==> src/rtl/cpu_memory_if.sv <==
// Data-bus bundle between the memory stage (master) and the data memory (slave).
interface cpu_memory_if;
  logic        request;
  logic        rw;
  logic [31:0] address;
  logic [3:0]  byte_enable;
  logic [31:0] wdata;
  logic        ready;
  logic [31:0] rdata;

  modport master (
    output request, rw, address, byte_enable, wdata,
    input  ready, rdata
  );

  modport slave (
    input  request, rw, address, byte_enable, wdata,
    output ready, rdata
  );
endinterface

==> src/rtl/cpu_memory.sv <==
// Memory pipeline stage: single-outstanding load/store with lane steering,
// load extension, misalignment faults and a bus timeout.
module cpu_memory #(
  parameter int unsigned TIMEOUT_CYCLES = 255
) (
  input  logic        i_clock,
  input  logic        i_reset,
  input  logic        i_stall,
  input  logic [7:0]  i_tag,
  input  logic [4:0]  i_inst_rd,
  input  logic [31:0] i_rd,
  input  logic        i_mem_read,
  input  logic        i_mem_write,
  input  logic [31:0] i_mem_address,
  input  logic [2:0]  i_mem_funct3,
  output logic        o_busy,
  output logic [7:0]  o_tag,
  output logic [4:0]  o_inst_rd,
  output logic [31:0] o_rd,
  output logic        o_fault,
  cpu_memory_if.master bus
);

  typedef enum logic {S_IDLE, S_WAIT} state_t;

  state_t      state_q, state_d;
  logic [31:0] count_q, count_d;
  logic [7:0]  tag_d;
  logic [4:0]  inst_rd_d;
  logic [31:0] rd_d;
  logic        fault_d;
  logic        req_q, req_d;
  logic        rw_q, rw_d;
  logic [31:0] addr_q, addr_d;
  logic [3:0]  be_q, be_d;
  logic [31:0] wdata_q, wdata_d;

  logic        new_op, mem_op, aligned;
  logic [1:0]  offset;
  logic [3:0]  lane_be;
  logic [31:0] lane_wdata, shifted, load_value;

  assign new_op = (i_tag != o_tag);
  assign mem_op = i_mem_read | i_mem_write;
  assign offset = i_mem_address[1:0];
  assign o_busy = (state_q == S_WAIT) || (new_op && !i_stall && mem_op);

  assign bus.request     = req_q;
  assign bus.rw          = rw_q;
  assign bus.address     = addr_q;
  assign bus.byte_enable = be_q;
  assign bus.wdata       = wdata_q;

  always_comb begin
    lane_be    = 4'b1111;
    lane_wdata = i_rd;
    aligned    = 1'b1;
    case (i_mem_funct3[1:0])
      2'b00: begin
        lane_be    = 4'b0001 << offset;
        lane_wdata = {4{i_rd[7:0]}};
      end
      2'b01: begin
        lane_be    = 4'b0011 << offset;
        lane_wdata = {2{i_rd[15:0]}};
        aligned    = ~offset[0];
      end
      default: aligned = (offset == 2'b00);
    endcase
  end

  // Inputs are held by upstream during WAIT, so the live address/funct3 select the lane.
  always_comb begin
    shifted = bus.rdata >> {offset, 3'b000};
    case (i_mem_funct3)
      3'b000:  load_value = {{24{shifted[7]}}, shifted[7:0]};
      3'b001:  load_value = {{16{shifted[15]}}, shifted[15:0]};
      3'b100:  load_value = {24'h000000, shifted[7:0]};
      3'b101:  load_value = {16'h0000, shifted[15:0]};
      default: load_value = shifted;
    endcase
  end

  always_comb begin
    state_d   = state_q;
    count_d   = count_q;
    tag_d     = o_tag;
    inst_rd_d = o_inst_rd;
    rd_d      = o_rd;
    fault_d   = 1'b0;
    req_d     = req_q;
    rw_d      = rw_q;
    addr_d    = addr_q;
    be_d      = be_q;
    wdata_d   = wdata_q;
    case (state_q)
      S_IDLE: begin
        if (new_op && !i_stall) begin
          if (!mem_op) begin
            rd_d      = i_rd;
            inst_rd_d = i_inst_rd;
            tag_d     = i_tag;
          end else if (!aligned) begin
            fault_d   = 1'b1;
            inst_rd_d = '0;
            tag_d     = i_tag;
          end else begin
            req_d   = 1'b1;
            rw_d    = i_mem_write;
            addr_d  = {i_mem_address[31:2], 2'b00};
            be_d    = lane_be;
            wdata_d = lane_wdata;
            count_d = '0;
            state_d = S_WAIT;
          end
        end
      end
      S_WAIT: begin
        if (bus.ready) begin
          req_d   = 1'b0;
          tag_d   = i_tag;
          state_d = S_IDLE;
          if (i_mem_write) begin
            inst_rd_d = '0;
          end else begin
            inst_rd_d = i_inst_rd;
            rd_d      = load_value;
          end
        end else if (TIMEOUT_CYCLES != 0 && count_q == TIMEOUT_CYCLES - 1) begin
          req_d     = 1'b0;
          fault_d   = 1'b1;
          inst_rd_d = '0;
          tag_d     = i_tag;
          state_d   = S_IDLE;
        end else begin
          count_d = count_q + 1;
        end
      end
      default: state_d = S_IDLE;
    endcase
  end

  always_ff @(posedge i_clock or negedge i_reset) begin
    if (!i_reset) begin
      state_q   <= S_IDLE;
      count_q   <= '0;
      o_tag     <= '0;
      o_inst_rd <= '0;
      o_rd      <= '0;
      o_fault   <= 1'b0;
      req_q     <= 1'b0;
      rw_q      <= 1'b0;
      addr_q    <= '0;
      be_q      <= '0;
      wdata_q   <= '0;
    end else begin
      state_q   <= state_d;
      count_q   <= count_d;
      o_tag     <= tag_d;
      o_inst_rd <= inst_rd_d;
      o_rd      <= rd_d;
      o_fault   <= fault_d;
      req_q     <= req_d;
      rw_q      <= rw_d;
      addr_q    <= addr_d;
      be_q      <= be_d;
      wdata_q   <= wdata_d;
    end
  end

endmodule

==> src/flat_wrapper.sv <==
// flat-port wrapper written by rule: the top's interface ports become plain ports
module cpu_memory_flat 
#(
  parameter int unsigned TIMEOUT_CYCLES = 255
)
  (i_clock, i_reset, i_stall, i_tag, i_inst_rd, i_rd, i_mem_read, i_mem_write, i_mem_address, i_mem_funct3, o_busy, o_tag, o_inst_rd, o_rd, o_fault, bus_request, bus_rw, bus_address, bus_byte_enable, bus_wdata, bus_ready, bus_rdata);
  cpu_memory_if bus_i ();
  input  logic i_clock;
  input  logic i_reset;
  input  logic i_stall;
  input  logic [7:0] i_tag;
  input  logic [4:0] i_inst_rd;
  input  logic [31:0] i_rd;
  input  logic i_mem_read;
  input  logic i_mem_write;
  input  logic [31:0] i_mem_address;
  input  logic [2:0] i_mem_funct3;
  output logic o_busy;
  output logic [7:0] o_tag;
  output logic [4:0] o_inst_rd;
  output logic [31:0] o_rd;
  output logic o_fault;
  output wire logic [$bits(bus_i.request)-1:0] bus_request;
  output wire logic [$bits(bus_i.rw)-1:0] bus_rw;
  output wire logic [$bits(bus_i.address)-1:0] bus_address;
  output wire logic [$bits(bus_i.byte_enable)-1:0] bus_byte_enable;
  output wire logic [$bits(bus_i.wdata)-1:0] bus_wdata;
  input wire logic [$bits(bus_i.ready)-1:0] bus_ready;
  input wire logic [$bits(bus_i.rdata)-1:0] bus_rdata;
  assign bus_request = bus_i.request;
  assign bus_rw = bus_i.rw;
  assign bus_address = bus_i.address;
  assign bus_byte_enable = bus_i.byte_enable;
  assign bus_wdata = bus_i.wdata;
  assign bus_i.ready = bus_ready;
  assign bus_i.rdata = bus_rdata;
  cpu_memory #(.TIMEOUT_CYCLES(TIMEOUT_CYCLES)) u_core (.i_clock(i_clock), .i_reset(i_reset), .i_stall(i_stall), .i_tag(i_tag), .i_inst_rd(i_inst_rd), .i_rd(i_rd), .i_mem_read(i_mem_read), .i_mem_write(i_mem_write), .i_mem_address(i_mem_address), .i_mem_funct3(i_mem_funct3), .o_busy(o_busy), .o_tag(o_tag), .o_inst_rd(o_inst_rd), .o_rd(o_rd), .o_fault(o_fault), .bus(bus_i));
endmodule
==> config.mk <==
export PLATFORM = sky130hd
export DESIGN_NAME = cpu_memory_flat
export DESIGN_NICKNAME = d
export VERILOG_FILES = /design/src/rtl/cpu_memory_if.sv /design/src/rtl/cpu_memory.sv /design/src/flat_wrapper.sv
export SDC_FILE = /design/constraint.sdc
export NUM_CORES = 1
export LEC_CHECK = 0
export CAP_MARGIN = 15
export CORE_AREA = 8 8 134 136
export CTS_BUF_LIST = sky130_fd_sc_hd__clkbuf_4 sky130_fd_sc_hd__clkbuf_8
export CTS_CLUSTER_DIAMETER = 50
export CTS_CLUSTER_SIZE = 10
export DETAILED_ROUTE_END_ITERATION = 16
export DIE_AREA = 0 0 142 144
export PLACE_DENSITY_LB_ADDON = 0.12
export SLEW_MARGIN = 20
export SYNTH_ARGS = -nofsm -noshare
export SYNTH_HDL_FRONTEND = slang
export SYNTH_SLANG_ARGS = --single-unit
==> constraint.sdc <==
create_clock -name i_clock -period 2.9 [get_ports i_clock]
set_clock_uncertainty 0.1 [all_clocks]
set_input_delay 0.29 -clock i_clock [delete_from_list [all_inputs] [get_ports i_clock]]
set_output_delay 0.29 -clock i_clock [all_outputs]
set_load 0.005 [all_outputs]
* Yosys cells after proc, flatten, opt, wreduce, memory -nomap -nowiden
Cells that the tools add are included. Widths: inputs -> output; s select.
Storage, ports and cells: logic and storage cells 92, bits of input ports 118, flip-flop bits (word level) 147, output and inout bits 117
Cells by class: shift operators 3, eq/ne operators 16, reduce and logical (&&, ||, !) cells 12, bitwise gates (word level) 3, add/subtract/negate cells 1, multiplexer cells 46
Operators with widths (number):
- $mux 32 | 9
- $pmux 32 s2 | 3
- $pmux 32 s4 | 1
- $mux 8 | 5
- $add 32x1->32 const B | 1
- $eq 32x8->1 const B | 1
- $shr 32x5->32 | 1
- $mux 5 | 6
- $pmux 8 s2 | 1
- $mux 1 | 15
- $reduce_and 4->1 | 3
- $ne 2x2->1 const B | 5
- $pmux 5 s2 | 1
- $ne 8x8->1 | 1
- $pmux 1 s2 | 4
- $pmux 4 s2 | 1
- $eq 3x3->1 const B | 2
- $ne 2x1->1 const B | 3
- $ne 3x3->1 const B | 2
- $reduce_and 5->1 | 1
- $logic_not 2->1 | 2
- $shl 1x2->4 const A | 1
- $shl 2x2->4 const A | 1
- $eq 3x1->1 const B | 1
- other kinds (8) | 10

* Depth between registers and ports, before layout
Gate-level depths: netlist (run 1).
word-level depth 6, depth in mapped cells 9, mapped depth without buffers 7

* Worst setup path after synthesis (run 1)
Ideal clock, no wire load.
path kind register to register, start register u_core.o_tag[6], end register u_core.o_tag[2], period minus slack after synthesis 2.115 ns, data required time 2.675 ns, arrival time 1.890 ns, cell stages (with the launch flop) 7, buffers on the path 1, path slack 0.785 ns, path through dfrtp_1 xor2_1 nor4_2 a21oi_1 o221ai_2 buf_6 mux2_4
Between the ends: word-level cells in the longest chain between the ends 4
RTL lines:
- start: declaration | line cpu_memory.sv:17 | output logic [7:0] o_tag,
- start signal: assignment | line cpu_memory.sv:159 | o_tag <= tag_d;
- $ne 8x8->1 | line cpu_memory.sv:43 | assign new_op = (i_tag != o_tag);
- $logic_and 1x1->1 | line cpu_memory.sv:98 | if (new_op && !i_stall) begin
- $ne 2x1->1 (no source line)
- $reduce_and 3->1 (no source line)
No other way between the ends. A chain may end at the register's enable or synchronous reset.

* Worst setup path in the final report (run 1)
start register u_core.o_tag[7], end output port o_busy
Between the ends: word-level cells in the longest chain between the ends 4
RTL lines:
- $ne 8x8->1 | line cpu_memory.sv:43
- $logic_and 1x1->1 (2 in a row) | line cpu_memory.sv:46 | assign o_busy = (state_q == S_WAIT) || (new_op && !i_stall && mem_op);
- $logic_or 1x1->1 | line cpu_memory.sv:46
- end: declaration | line flat_wrapper.sv:18 | output logic o_busy;
No other way between the ends.

==> qor.yml, run 1 <==
status: "complete, no violations"
pwr-share-clk_pct: 25.5
synth_top_cell_by_area: "dfrtp_1"
drv_cap: 0
layout.nets: 1141
critPathKind: "reg -> out"
power.internal_mw: 4.76
synth_cells: 789
ir_drop_v: 0.000325
ioPinCount: 235
clock_sinks: 147
post-route-period-util_pct: 87.9
ys_seq_area_share_pct: 48.8
hold-path-cell-count: 3
timing.fmax_ghz: 0.392
dr_wl_met2_microns: 10400
switching_share_pct: 30.1
wl_per_cell_microns: 18.7
crit_arrival_ns: 2.16
powerDensity_nw_per_um2: 642
area_growth_syn_to_layout_pct: 40.6
min_to: "u_core.bus.address[20]"
core_sq_um: 16100
cts-buffers-inserted: 17
holdWs_ns: 0.257
worstSetupEndpointType: "output pin"
tns_ns: 0
cts_tree: "done"
slew_violations: 0
nFillCells: 1333
clockBufferDepth: 2
synth_top_area_share_pct: 48.8
power_mw: 6.81
grt_pass1_vias: 6489
cp_max_fo: 3
r2r_slack_ns: 0.64
critPathLaunchType: "register"
fp.dieW_microns: 142
grt-ovfl-total: 0
drt_iter0_drc: 499
crit_required_ns: 2.51
top_layer_used: "met4"
ctsResizeCount: 0
wirelength_microns: 23400
place_ws_ns: 0.319
die_h_microns: 144
rows: 47
drc: 0
r2r_end: "u_core.o_tag[5]"
setup_viol: 0
drt-met1-wl_microns: 10700
yosys_warnings: 0
drive_gt1_share_pct: 9.67
dr.pass1.iters: 6
finalHoldViolations: 0
power_switching_mw: 2.05
synth_edf_count: 0
gp_congestion: 0.873
cts-root-buf: "clkbuf_8"
reg2regPathDepth: 8
dp_hpwl_microns: 17500
hold_start: "i_mem_address[20]"
p_comb_share_pct: 32.9
vias: 6617
ant_nets: 0
dieArea_sq_um: 20400
yosys.cell_types.count: 54
post-route-min-period_ns: 2.55
r2r_start: "u_core.count_q[0]"
multi_input_area_sq_um: 3550
slew_headroom_pct: 52.6
setup_slack_ns: 0.352
leakagePower_nw: 4.80
worst_pin_slew_ns: 0.711
htreeDepth: 4
grt_usage_pct: 23.1
clkTransAtPathRegs_ns: 0.09
initial_core_util_pct: 47.0
postSynth.asyncResetShare_pct: 100
ys_top_cells_by_area: "dfrtp_1, nand2_1, mux2i_1"
clk_latency_ns: 0.45
grt_max_degree: 85
regArea_sq_um: 3680
wl_met3_microns: 1920
min_path_type: "in -> reg"
synth_seq_cells: 147
grt_pass1_wl_microns: 36500
rsz0062_at_grt: "no"
viasPerCell: 5.27
grt_antenna_before_repair: 1
synth_area_sq_um: 7540
synth_area_per_cell_sq_um: 9.56
io_buffers: 232
synthFlopType: "dfrtp_1"
p_seq_share_pct: 41.6
## placed cells by master, fill, tap and decap left out, types with 2 or more instances in the layout
cell type / Yosys / layout
clkdlybuf4s50_1: 0 / 231
o21ai_0: 47 / 47
bufinv_16: 0 / 3
nand2b_1: 5 / 5
or4_1: 5 / 5
clkbuf_8: 0 / 18
mux2_2: 20 / 20
mux2i_1: 65 / 65
o22ai_1: 9 / 9
dfrtp_1: 147 / 147
buf_4: 6 / 23
a211oi_1: 7 / 7
xnor2_1: 8 / 8
nor4_4: 3 / 3
mux2_4: 5 / 5
nor4_2: 3 / 3
nor2_1: 56 / 56
nor3_1: 7 / 7
inv_1: 28 / 28
nand3_1: 15 / 15
clkinv_4: 0 / 4
mux2_1: 7 / 7
buf_12: 0 / 3
nand2_1: 174 / 174
nor2b_1: 10 / 10
ha_1: 2 / 2
or2_2: 2 / 2
a21oi_1: 34 / 34
clkinvlp_4: 0 / 4
a2bb2oi_1: 8 / 8
nor4_1: 9 / 9
o311ai_0: 2 / 2
and3_1: 3 / 3
nand4_1: 10 / 10
conb_1: 1 / 2
a31oi_1: 3 / 3
xor2_1: 18 / 18
or3_1: 4 / 4
o31ai_1: 7 / 7
## Yosys cell counts (2+ instances only)
cell       instances
o311ai_0           2
a2bb2oi_1          8
nor4_2             3
nor4_1             9
or4_1              5
buf_4              6
xor2_1            18
mux2_4             5
a211oi_1           7
nand3_1           15
a211oi_2           2
nor3_1             7
nor4_4             3
mux2i_1           65
nand2_1          174
a31oi_1            3
mux2_2            20
ha_1               2
and3_1             3
or3_1              4
xnor2_1            8
mux2_1             7
o21ai_0           47
nor2_1            56
nand2b_1           5
nand4_1           10
or2_2              2
buf_2             16
buf_1              5
o22ai_1            9
inv_1             28
o31ai_1            7
nor2b_1           10
a21oi_1           34
dfrtp_1          147
clkbuf_1          19
## power by group through the flow
stage	logic [mW]	registers, mW	clock network (mW)
2_1_floorplan	0.748	2.87	0
3_3_place_gp	2.23	2.87	0
3_5_place_dp	2.26	2.87	0
4_1_cts	2.28	2.84	1.77
5_1_grt	2.44	2.89	1.85
6_report	2.24	2.83	1.74
## routing by layer
| layer | track usage [%] | vias to the layer above |
|---|---|---|
| met2 | 34.3 | 280 |
| met5 | 0 | - |
| met4 | 7.29 | 0 |
| li1 | - | 3167 |
| met1 | 31.9 | 3139 |
| met3 | 6.60 | 31 |
## state kept, by name (all words and copies together), names as in the netlist
signal,cells
u_core.o_rd,32
u_core.o_tag,8
u_core.bus.byte_enable,4
u_core.bus.wdata,32
u_core.state_q,1
u_core.o_inst_rd,5
u_core.bus.address,30
u_core.bus.rw,1
u_core.bus.request,1
u_core.count_q,32
u_core.o_fault,1
## kinds of logic after synthesis
kind of cell | after synthesis | synth area share [%]
multiplexers | 98 | 13.9
AO/OA/AOI/OAI | 128 | 10.4
flip-flops | 147 | 48.8
adder cells (fa/ha/maj) | 2 | 0.332
buffers and inverters | 75 | 4.40
XOR/XNOR | 26 | 3.02
other | 1 | 0.0497
AND/OR/NAND/NOR | 312 | 19.1
## worst max-delay path: stages (launching register included)
cell and delay [ns]:
dfrtp_1 0.41, xor2_1 0.17, nor4_2 0.37, a21oi_1 0.13, o21ai_0 0.09, nand2_1 0.07
clkdlybuf4s50_1 0.46
## worst max-delay path by stage
stage	from	to	slack, ns	cells past startpoint
floorplan	u_core.o_tag[6]	u_core.o_tag[2]	0.78	6
global placement	i_tag[7]	u_core.o_tag[7]	0.35	8
CTS	u_core.o_tag[7]	o_busy	0.29	6
finish	u_core.o_tag[7]	o_busy	0.35	6
global route	u_core.o_tag[7]	o_busy	0.20	6
detailed placement	i_tag[7]	u_core.o_tag[7]	0.32	8
## per-stage QoR
step                cell area, sq um  cells  utilization (%)
global placement               10200   1221             63.3
detailed placement             10200   1221             63.3
CTS                            10600   1254             66.1
floorplan                       7550    790                -
finish                         10600   1255             66.1
global route                   10600   1255             66.1
## layout make-up
cell class | count | share of cell area, %
flip-flops and latches | 147 | 34.7
multi-input cells | 568 | 33.5
repair buffers | 259 | 24.2
well taps | 220 | 2.59
clock buffers | 18 | 2.34
clock inverters | 14 | 1.70
inverters | 28 | 0.991
diodes | 1 | 0.0236
## timing repair
| item | in CTS | in global routing |
|---|---|---|
| hold buffers | 1 | 0 |
| endpoints found under the hold margin | 75 | 0 |
| buffers inserted | 0 | 0 |
Power figures use the tool's default switching activity.
==> run 2: changes to the inputs <==
--- a/config.mk
+++ b/config.mk
@@ -13,6 +13,7 @@
 export DETAILED_ROUTE_END_ITERATION = 16
 export DIE_AREA = 0 0 142 144
 export PLACE_DENSITY_LB_ADDON = 0.12
+export SKIP_CTS_REPAIR_TIMING = 1
 export SLEW_MARGIN = 20
 export SYNTH_ARGS = -nofsm -noshare
 export SYNTH_HDL_FRONTEND = slang
==> results of run 2 <==
No change in the layout: final DEF, timing and power equal those of run 1.
Among the figures that moved: wire length of the first global-routing pass 36500 microns -> 36400 microns; via count of the first global-routing pass 6489 -> 6486
